$ cat src/rtl/oram_writer.sv
// Buffers translated ARM words in a small FIFO and writes them sequentially into the output RAM.
// Latency: an accepted word reaches mem_we one edge after acceptance when idle; one word per cycle with constant ack.
// Backpressure: ready drops when the FIFO is full, overflow is set or a drain is running; mem_we holds until mem_ack.
module oram_writer #(
    parameter int          ADDRESS_WIDTH = 16,
    parameter int          FIFO_DEPTH    = 4,
    parameter int unsigned ORAM_LIMIT    = 16'h1000
) (
    input  logic                     clk,
    input  logic                     reset,
    input  logic [31:0]              data,
    input  logic                     start,
    output logic                     ready,
    input  logic [ADDRESS_WIDTH-1:0] base_addr,
    input  logic                     flush,
    output logic [ADDRESS_WIDTH-1:0] mem_addr,
    output logic [31:0]              mem_wdata,
    output logic                     mem_we,
    input  logic                     mem_ack,
    output logic [ADDRESS_WIDTH-1:0] word_count,
    output logic                     overflow,
    output logic                     done
);

    localparam int PW = $clog2(FIFO_DEPTH);
    localparam logic [PW:0]   PTR_ONE = 1;
    localparam logic [PW-1:0] IDX_ONE = 1;

    typedef enum logic [1:0] {IDLE, WRITE, DRAIN, HALT} state_t;

    state_t state;

    // FIFO storage and pointers; the extra pointer bit separates full from empty
    logic [31:0]   fifo_mem [FIFO_DEPTH];
    logic [PW:0]   wr_ptr;
    logic [PW:0]   rd_ptr;
    logic [PW:0]   occ;
    logic [PW-1:0] rd_idx;
    logic [PW-1:0] rd_idx_nxt;
    logic          full;
    logic          empty;

    logic          push;
    logic          pop;
    logic          more_after_pop;
    logic [31:0]   head_now;
    logic [31:0]   head_next;
    logic [32:0]   next_addr_ext;
    logic          limit_hit;
    logic          flush_pend;

    assign occ        = wr_ptr - rd_ptr;
    assign rd_idx     = rd_ptr[PW-1:0];
    assign rd_idx_nxt = rd_idx + IDX_ONE;
    assign empty      = (wr_ptr == rd_ptr);
    assign full       = (wr_ptr[PW] != rd_ptr[PW]) && (wr_ptr[PW-1:0] == rd_ptr[PW-1:0]);

    assign ready = !full && !overflow && (state != DRAIN);
    assign push  = start && ready;
    // mem_we is only ever high in WRITE or DRAIN, so an ack on a live write is a pop
    assign pop   = mem_we && mem_ack;

    // Word that becomes the head once the current head is popped; a same-cycle push
    // supplies it when the FIFO holds only the word being written.
    assign head_now       = fifo_mem[rd_idx];
    assign head_next      = (occ > PTR_ONE) ? fifo_mem[rd_idx_nxt] : data;
    assign more_after_pop = (occ > PTR_ONE) || push;

    // A write whose successor address would reach the limit is the last one allowed
    assign next_addr_ext = 33'(mem_addr) + 33'd4;
    assign limit_hit     = (next_addr_ext >= 33'(ORAM_LIMIT));

    // FIFO storage write; contents need no reset because pointers define validity
    always_ff @(posedge clk) begin
        if (push) begin
            fifo_mem[wr_ptr[PW-1:0]] <= data;
        end
    end

    // FIFO pointers; HALT discards whatever is still queued
    always_ff @(posedge clk) begin
        if (reset) begin
            wr_ptr <= '0;
            rd_ptr <= '0;
        end else begin
            if (push) begin
                wr_ptr <= wr_ptr + PTR_ONE;
            end
            if (state == HALT) begin
                rd_ptr <= wr_ptr;
            end else if (pop) begin
                rd_ptr <= rd_ptr + PTR_ONE;
            end
        end
    end

    // Write sequencer: IDLE/WRITE/DRAIN/HALT with all RAM-side outputs registered
    always_ff @(posedge clk) begin
        if (reset) begin
            state      <= IDLE;
            mem_we     <= 1'b0;
            mem_wdata  <= '0;
            mem_addr   <= base_addr;
            word_count <= '0;
            overflow   <= 1'b0;
            done       <= 1'b0;
            flush_pend <= 1'b0;
        end else begin
            done <= 1'b0;
            case (state)
                IDLE: begin
                    if ((!empty || push) && !overflow) begin
                        // Bypass the FIFO read when empty so the first word issues immediately
                        mem_we     <= 1'b1;
                        mem_wdata  <= empty ? data : head_now;
                        state      <= flush ? DRAIN : WRITE;
                        flush_pend <= 1'b0;
                    end else if (flush) begin
                        done <= 1'b1;
                    end
                end
                WRITE, DRAIN: begin
                    if (flush && (state == WRITE)) begin
                        flush_pend <= 1'b1;
                    end
                    if (pop) begin
                        mem_addr   <= mem_addr + ADDRESS_WIDTH'(4);
                        word_count <= word_count + ADDRESS_WIDTH'(1);
                        flush_pend <= 1'b0;
                        if (limit_hit) begin
                            overflow <= 1'b1;
                            mem_we   <= 1'b0;
                            state    <= HALT;
                        end else if (more_after_pop) begin
                            mem_wdata <= head_next;
                            if ((state == DRAIN) || flush_pend || flush) begin
                                state <= DRAIN;
                            end
                        end else begin
                            mem_we <= 1'b0;
                            if ((state == DRAIN) || flush_pend || flush) begin
                                done <= 1'b1;
                            end
                            state <= IDLE;
                        end
                    end
                end
                HALT: begin
                    mem_we <= 1'b0;
                end
            endcase
        end
    end

endmodule

$ cat config.mk
export PLATFORM = sky130hd
export DESIGN_NAME = oram_writer
export DESIGN_NICKNAME = d
export VERILOG_FILES = /design/src/rtl/oram_writer.sv
export SDC_FILE = /design/constraint.sdc
export NUM_CORES = 1
export LEC_CHECK = 0
export BUFFER_PORTS_ARGS = -buffer_cell sky130_fd_sc_hd__buf_2
export CAP_MARGIN = 20
export CORE_ASPECT_RATIO = 1.75
export CORE_UTILIZATION = 58
export CTS_BUF_LIST = sky130_fd_sc_hd__clkbuf_4
export DETAILED_ROUTE_END_ITERATION = 6
export GPL_TIMING_DRIVEN = 0
export PLACE_DENSITY = 0.75
export SLEW_MARGIN = 5
export SYNTH_ARGS = -nofsm -noshare
export SYNTH_HDL_FRONTEND = slang
export SYNTH_SLANG_ARGS = --single-unit
$ cat constraint.sdc
create_clock -name clk -period 3.4 [get_ports clk]
set_input_delay 1.02 -clock clk [delete_from_list [all_inputs] [get_ports clk]]
set_output_delay 1.02 -clock clk [all_outputs]
set_load 0.01 [all_outputs]
Yosys cells after proc, flatten, opt, wreduce, memory -nomap -nowiden:

Memory sizes are Yosys's and may differ from the RTL's. A register that Yosys moved wholly into a read port is not among the register bits.
Cells that the tools add are included.

* bits in registers: 76
* memory bits (writable): 128
* input bits: 53
* output and inout bits: 68
* logic and storage cells: 100
* memories kept: 1

Memories
* fifo_mem: depth 4, bits a word 32, rd ports 2, clocked after Yosys merged registers in 1, write ports 1, line 34 `logic [31:0] fifo_mem [FIFO_DEPTH];`

* add/subtract/negate cells: 7
* magnitude comparators: 2
* equal/unequal tests: 14
* multiplexer cells: 39
* reduce and logical (&&, ||, !) cells: 27

Operators by type and width (count)
* 32-bit two-way mux: 6
* 32-bit case mux with 2 select lines: 1
* 16-bit two-way mux: 3
* 16-bit by 3-bit adder with 17-bit output (second input constant): 1
* 17-bit by 13-bit >= comparator with 1-bit output (second input constant): 1
* 16-bit by 1-bit adder with 16-bit output (second input constant): 1
* 16-bit by 3-bit adder with 16-bit output (second input constant): 1
* 2-bit two-way mux: 8
* 1-bit two-way mux: 15
* 2-bit inequality test (second input constant): 5
* 3-bit AND reduction: 3
* 2-bit nonzero test: 4
* 1-bit logical AND: 7
* 3-bit by 1-bit adder with 3-bit output (second input constant): 2
* 3-bit two-way mux: 2
* 3-bit inequality test (second input constant): 2
* 5-bit AND reduction: 1
* 2-bit equality test (second input constant): 2
* 1-bit logical OR: 4
* 4-bit inequality test (second input constant): 1
* 1-bit case mux with 2 select lines: 2
* 2-bit case mux with 2 select lines: 1
* 2-bit AND reduction: 2
* 4-bit AND reduction: 1
* 11 further kinds: 13

Depth between registers and ports, before layout:

Gate-level depths: netlist of run 1.

* depth after elaboration: 11
* mapped depth: 10
* gate-level depth less buffers: 9

Worst setup path before layout of run 1:

No wires, ideal clock.

* path kind: register to register
* start: register wr_ptr[0]
* end: memory fifo_mem[3][0], enable pin
* library setup time: 0.394 ns
* data arrival time: 2.304 ns
* required time: 3.006 ns
* slack: 0.702 ns
* stages on the path, launching flop included: 6
* path buffers: 0
* clock period less this slack: 2.698 ns
* cell sequence: dfxtp_1 -> inv_1 -> ha_1 -> and2_1 -> a2111oi_4 -> and2_1

* word-level cells in the longest chain between the ends: 8

Ends and longest elaborated chain
* start: declaration: line 35 `logic [PW:0] wr_ptr;`
* start signal: assignment: line 87 `wr_ptr <= wr_ptr + PTR_ONE;`
* 2-bit equality test: line 56 `assign full = (wr_ptr[PW] != rd_ptr[PW]) && (wr_ptr[PW-1:0] == rd_ptr[PW-1:0]);`
* 1-bit logical AND: line 56
* 1-bit zero test: line 58 `assign ready = !full && !overflow && (state != DRAIN);`
* 1-bit logical AND (2 in series): line 58
* 1-bit logical AND: line 59 `assign push = start && ready;`
* 1-bit two-way mux: line 75 `if (push) begin`
* 1-bit two-way mux (implied by the code): line 76 `fifo_mem[wr_ptr[PW-1:0]] <= data;`
* end: declaration: line 34

Several ways; a longest one is shown, not always the timed one.

Worst setup path after layout of run 1:

* start: register wr_ptr[0]
* end: output ready

* word-level cells in the longest chain between the ends: 5

Ends and longest elaborated chain
* 2-bit equality test: line 56
* 1-bit logical AND: line 56
* 1-bit zero test: line 58
* 1-bit logical AND (2 in series): line 58
* end: declaration: line 13 `output logic ready,`

No other way between the ends.

==> results.md, run 1 <==
* Status: complete, no violations
* Global Route Usage Sum at 27.3%
* Number of violations of the max-capacitance limit at 0
* Largest net degree at the start of global routing at 30
* Startpoint of the worst setup timing path: wr_ptr[0]
* DRT iter0 DRCs at 400
* DIE HEIGHT at approximately 180 um
* Syn Std Cell Area at 0.0103 sq mm
* Post-detailed-placement half-perimeter wirelength at approximately 17000 um
* Worst min-delay path class: reg -> reg
* Number of vias after detailed routing at 7078
* GRT overflow at 0
* Final Non-Filler Cells at 1176
* Power density over the cells at ~800 mW/mm^2
* Number of placed instances, taps included at 1087
* Post-detailed-route DRC marker count at 0
* Worst Clk Skew at 0.0439 ns
* Share of total power in combinational logic at between 40% and 50%
* Most frequently used cell type in the post-synthesis netlist: edfxtp_1
* Net count of the mapped netlist at about 800
* Share of synthesized area occupied by flip-flops and latches at 54.1%
* Total Power Consumption at 9.60 mW
* Clk slew on worst S/H paths at 0.07 ns
* Total detailed-routing wirelength at 24100 um
* Most used DFF post-synth: edfxtp_1
* Average size of a mapped cell at between 10 and 15 sq um
* Post-synthesis register bit count at approximately 210
* Floorplan die width at 103 um
* Proportion of netlist area held by the largest area contributor at 42.0%
* Critical path's largest stage delay at around 0.41 ns
* Max rail drop VDD at 0.000412 V
* Clk network pwr share at 21.1%
* Growth of design area from synthesis to finish at 15.7%
* Top area cells in the synthesized netlist: edfxtp_1 (42%), mux4_2 (14%), dfxtp_1 (12%), mux2i_1 (6.3%), a211o_1 (2.7%)
* Router iterations before antenna repair at 4
* Master of the slowest instance on the critical path: dfxtp_1
* CORE AREA at 0.0175 sq mm
* Setup repair after global routing missed its margin: false
* Crit. End Element: output pin
* Startpoint of the most critical hold path: mem_wdata[9]
* Worst-margin pin slew at 0.838 ns
* CTS Root Buffer Type: clkbuf_4
* Setup violators final at 0
* Reported net switching power at 3.47 mW
* Initial core utilization at 58.9%
* Fraction of layout cells with a size suffix above 1 at 31.5%
* Worst max-slew margin expressed relative to the limit at 43.9%
* Std cell rows at 64
* Number of antenna violations at the first check in global routing at 1
* Gpl congestion at around 0.85
* Internal cell power at 6.13 mW
* Clock latency on the worst-skew pair at 0.64 ns
* Critical path start-end classification: reg -> out
* Post-synth EDFFs at roughly 140
* Clk sink count at 206
* Share of flip-flops with an asynchronous set or reset at 0%
* Critical Path RT at 2.38 ns
* Static Leak at 4.46 nW
* Maximum level of the CTS H-tree at 2
* CP cell instances: inv_1 > ha_1 > and2_1 > a211oi_1 > buf_2
* Total Nets Final at 973
* Total I/O pin count at 121
* Sw Share at 36.2%
* Die Footprint at between 0.015 and 0.02 sq mm
* Mean number of vias per cell at 6.02
* CTS buffer count at 47
* Reg-to-reg critical path startpoint: wr_ptr[0]
* Min Tclk post-route at about 3.1 ns
* Maximum operating frequency at 321 MHz
* Number of I/O port buffers at 119
* Top cells by instance count after synthesis: edfxtp_1 (144), mux2i_1 (65), mux4_2 (64)
* Number of buffers and inverters on the critical path at 2
* Hold bufs inserted after CTS at 0
* Final hold viol count at 0
* Number of fill cells at 1318
* Type of element launching the critical path: flip-flop
* Post-CTS setup buffer count at 0
* Max-slew violation count at 0
* Cts repair resizes at 0
* Count of distinct cell types in the synthesized netlist at 53
* Wire length of the first global-routing pass at between 30000 and 40000 um
* Clock tree from TritonCTS: built
* Number of global-route vias before repair at 7436
* Final period utilization at 91.8%
* Routed WL per cell at between 20 and 25 um
* Synthesized instance count at 733
* Yosys warns at 0
* Worst EP arrival at 2.10 ns
* Flop pwr share at 33.9%
* Post-synth top area cell: edfxtp_1
* Max FO, Critical Path at 4
* Number of buffers on the longest clock path at 3
* Dominant delay contributor by cell family on the critical path: flip-flops
* Number of nets still failing antenna checks after routing at 0
[area by class of cell]
class	instances	area, sq um	area share (%)
clock inverter	14	81.3	0.683
inverter	8	30.0	0.252
tap	231	289	2.43
buffer	54	279	2.34
clock buffer	74	556	4.67
multi-input combinational	465	4420	37.1
timing repair buffer	123	683	5.74
antenna	1	2.50	0.0210
sequential	206	5570	46.8
[final timing paths]
check | endpoint | slack [ns] | cells past startpoint
worst min-delay path | mem_wdata[9] | 0.47 | 2
worst max register to register | mem_wdata[11] | 0.48 | 9
worst max-delay path | ready | 0.28 | 5
worst min register to register | mem_wdata[9] | 0.47 | 2
[state kept, by name (all words and copies together) (netlist names), named ones only]
register,count
done,1
mem_wdata,32
flush_pend,1
fifo_mem,128
word_count,16
overflow,1
mem_we,1
wr_ptr,3
rd_ptr,3
state,2
mem_addr,16
[logic make-up after synthesis]
| group | count (synthesis) | synth area share, % |
|---|---|---|
| AOI/OAI and AO/OA | 103 | 8.00 |
| xor gates and xnor gates | 32 | 2.93 |
| adders and majority gates | 15 | 1.90 |
| buffers and inverters | 62 | 3.00 |
| DFF | 206 | 54.1 |
| muxes | 130 | 20.4 |
| and+or+nand+nor | 185 | 9.62 |
[power by group through the flow]
stage | registers, mW | logic [mW] | clock network [mW]
detailed placement | 3.30 | 4.32 | 0
CTS | 3.25 | 4.35 | 2.06
global placement | 3.28 | 4.18 | 0
finish | 3.25 | 4.32 | 2.03
floorplan | 3.31 | 3.17 | 0
global route | 3.28 | 4.64 | 2.17
[placed cells by master, fill, tap and decap left out, types with 35 or more instances in the layout]
master	n
a211oi_1	36
buf_2	128
nand2b_1	35
mux2i_1	65
mux4_2	64
clkbuf_1	36
clkbuf_4	75
dfxtp_1	62
edfxtp_1	144
nor2b_1	35
[worst reg2reg max path, cell delays in order (launching register included)]
cell	delay, ns
dfxtp_1	0.41
inv_1	0.13
ha_1	0.31
nand2_1	0.07
nor2_1	0.64
buf_2	0.39
buf_2	0.29
a211oi_1	0.13
a211o_1	0.34
mux2i_1	0.14
[through the flow]
step	area, sq um	TNS [ns]	hold WS, ns	setup WS [ns]	util, %
2_1_floorplan	10300	0	0.462	0.702	-
3_3_place_gp	11200	-16.52	0.457	-0.194	64.0
3_5_place_dp	11300	0	0.465	0.388	64.5
4_1_cts	11900	0	0.477	0.240	68.2
5_1_grt	11900	0	0.493	0.177	68.2
6_report	11900	0	0.473	0.280	68.2
[routing by layer]
layer  wire [um]  GRT usage, %
met5           0             0
met4         625          11.6
met3        1150          3.92
met2       13500          51.4
met1        8820          29.5
No activity file was read; power rests on OpenSTA's default activity.
==> run 2: changes to the inputs <==
--- a/config.mk
+++ b/config.mk
@@ -8,11 +8,11 @@
 export BUFFER_PORTS_ARGS = -buffer_cell sky130_fd_sc_hd__buf_2
 export CAP_MARGIN = 20
 export CORE_ASPECT_RATIO = 1.75
-export CORE_UTILIZATION = 58
+export CORE_UTILIZATION = 60
 export CTS_BUF_LIST = sky130_fd_sc_hd__clkbuf_4
 export DETAILED_ROUTE_END_ITERATION = 6
 export GPL_TIMING_DRIVEN = 0
-export PLACE_DENSITY = 0.75
+export PLACE_DENSITY = 0.78
 export SLEW_MARGIN = 5
 export SYNTH_ARGS = -nofsm -noshare
 export SYNTH_HDL_FRONTEND = slang
==> results.md, run 2 (synthesis gave the netlist of run 1 again) <==
* Startpoint of the worst setup timing path: wr_ptr[0]
* Initial core utilization at 61.0% (+2.1 points)
* Clk slew on worst S/H paths at 0.07 ns (about the same)
* Reg-to-reg critical path startpoint: wr_ptr[0]
* Total Power Consumption at 9.46 mW (-1.5%)
* Number of placed instances, taps included at 1083 (-0.37%)
* Std cell rows at 63 (-1.6%)
* Total Nets Final at 972 (-0.10%)
* Number of flip-flops in the largest register at 128 (unchanged)
* Number of I/O port buffers at 119 (unchanged)
* Total I/O pin count at 121 (unchanged)
* Number of nets still failing antenna checks after routing at 0 (unchanged)
* Maximum operating frequency at 316 MHz (-1.5%)
* Mean number of vias per cell at 6.05 (+0.57%)
* Gpl congestion at 0.853 (+0.74%)
* Global Route Usage Sum at 28.2% (+0.96 points)
* Worst Clk Skew at 0.0376 ns (-0.00633 ns)
* Crit. End Element: output pin
* Clk sink count at 206 (unchanged)
* GRT overflow at 0 (unchanged)
* Master of the slowest instance on the critical path: dfxtp_1
* Clk network pwr share at 19.8% (-1.3 points)
* CTS Root Buffer Type: clkbuf_4
* Summed negative setup slack over all endpoints at 0 ns (unchanged)
* Critical path start-end classification: reg -> out
* CP cell instances: inv_1 > ha_1 > and2_1 > a211oi_1 > buf_2
* Post-detailed-placement half-perimeter wirelength at 16800 um (+0.71%)
* Number of buffers on the longest clock path at 3 (unchanged)
* Floorplan die width at 101 um (-1.7%)
* Flop pwr share at 34.4% (+0.5 points)
* Maximum level of the CTS H-tree at 2 (unchanged)
* Growth of design area from synthesis to finish at 15.1%
* CTS buffer count at 46 (-2.1%)
* Most frequent standard cell in the layout excluding fill and tap cells: edfxtp_1
* Max FO, Critical Path at 4 (unchanged)
* Worst-margin pin slew at 0.876 ns (+0.0373 ns)
* Worst max-slew margin expressed relative to the limit at 41.4% (-2.5 points)
* Wire length of the first global-routing pass at 37800 um (+1.1%)
* Number of vias after detailed routing at 7076 (-0.028%)
* Setup violators final at 0 (unchanged)
* Router iterations before antenna repair at 5 (+1)
* Sw Share at 36.5% (+0.35 points)
* Critical Path RT at 2.38 ns (about the same)
* Final hold viol count at 0 (unchanged)
* Die Footprint at 0.0177 sq mm (-3.3%)
* Routed WL per cell at 20.6 um (+0.40%)
* Worst EP arrival at 2.15 ns (+0.05 ns)
* Clock latency on the worst-skew pair at 0.64 ns (about the same)
* Number of global-route vias before repair at 7384 (-0.70%)
* Share of total power in combinational logic at 45.8% (+0.8 points)
* Setup repair after global routing missed its margin: false
* Static Leak at 4.42 nW (-0.80%)
* Critical path's largest stage delay at 0.41 ns (about the same)
* Internal cell power at 6.00 mW (-2.0%)
* Largest net degree at the start of global routing at 32 (+6.7%)
* Clock tree from TritonCTS: built
* Max-slew violation count at 0 (unchanged)
* Minimum setup slack in the final design at 0.234 ns (-0.0464 ns)
* Max rail drop VDD at 0.000560 V (+36%)
* Number of violations of the max-capacitance limit at 0 (unchanged)
* Final core area utilization at 70.2% (+2.0 points)
* Worst min-delay path class: reg -> reg
* Cts repair resizes at 0 (unchanged)
* Number of antenna violations at the first check in global routing at 2 (+1)
* Min Tclk post-route at 3.17 ns (+0.0464 ns)
* CORE AREA at 0.0169 sq mm (-3.4%)
* Total detailed-routing wirelength at 24100 um (-0.20%)
* Post-detailed-route DRC marker count at 0 (unchanged)
* Type of element launching the critical path: flip-flop
* Power density over the cells at 799 mW/mm^2 (-0.97%)
* Hold bufs inserted after CTS at 0 (unchanged)
* Status: complete, no violations
* Startpoint of the most critical hold path: mem_wdata[20]
* Commonest cells after routing, fill and taps aside: edfxtp_1 (144), buf_2 (128), clkbuf_4 (71), mux2i_1 (65), mux4_2 (64)
* DRT iter0 DRCs at 410 (+2.5%)
* Reported net switching power at 3.46 mW (-0.52%)
* Post-CTS setup buffer count at 0 (unchanged)
* Worst setup timing slack at the placement stage at 0.401 ns (+0.0129 ns)
* Final period utilization at 93.1% (+1.4 points)
* DIE HEIGHT at 175 um (-1.7%)
* Number of fill cells at 1244 (-5.6%)
* Final Non-Filler Cells at 1169 (-0.60%)
* Fraction of layout cells with a size suffix above 1 at 31.2% (-0.29 points)
run 2: cell types whose count changed in the layout (fill, tap and decap cells not counted), sizes merged:
cell / delta
bufinv: -1
clkbuf: -4
clkinvlp: +1
diode: +1
run 2: cell type report:
| class | count | area, sq um | share of cell area, % |
|---|---|---|---|
| Clock buffer | 70 | 526 | 4.44 |
| Clock inverter | 14 | 58.8 | 0.497 |
| Antenna cell | 2 | 5.00 | 0.0423 |
| Sequential cell | 206 | 5570 | 47.0 |
| Tap cell | 227 | 284 | 2.40 |
| Multi-Input combinational cell | 465 | 4420 | 37.3 |
| Timing Repair Buffer | 123 | 676 | 5.71 |
| Inverter | 8 | 30.0 | 0.254 |
| Buffer | 54 | 279 | 2.36 |
run 2: critical path, delay by kind of cell (launching register included):
kind                     cells  cell delay, ns
AO/OA/AOI/OAI                1            0.29
adder cells (fa/ha/maj)      1            0.34
AND/OR/NAND/NOR              1            0.19
buffers and inverters        2            0.32
flip-flops                   1            0.41
run 2: power by group through the flow:
stage                     Sequential (mW)  Combinational, mW  Clock (mW)
after floorplan                      3.31               3.17           0
after global placement               3.28               4.15           0
after detailed placement             3.30               4.32           0
after CTS                            3.25               4.34        1.92
after global routing                 3.28               4.63        2.03
final                                3.25               4.34        1.87
run 2: final timing paths:
kind                    to  slack (ns)  cells after the start
max                  ready        0.23                      5
min          mem_wdata[20]        0.47                      2
max reg2reg  mem_wdata[11]        0.41                      9
min reg2reg  mem_wdata[20]        0.47                      2
run 2: per-stage QoR:
step	area (sq um)	hold slack, ns
after floorplan	10300	0.462
after global placement	11200	0.459
after detailed placement	11300	0.463
after CTS	11800	0.476
after global routing	11800	0.491
final	11800	0.473
run 2: metal layers:
layer | up-vias | part of all wire (%) | global-route usage [%]
met2 | 276 | 56 | 52.4
met5 | - | 0 | 0
met3 | 63 | 5.4 | 3.84
li1 | 3202 | - | -
met1 | 3535 | 35 | 30.9
met4 | 0 | 3.4 | 14.0
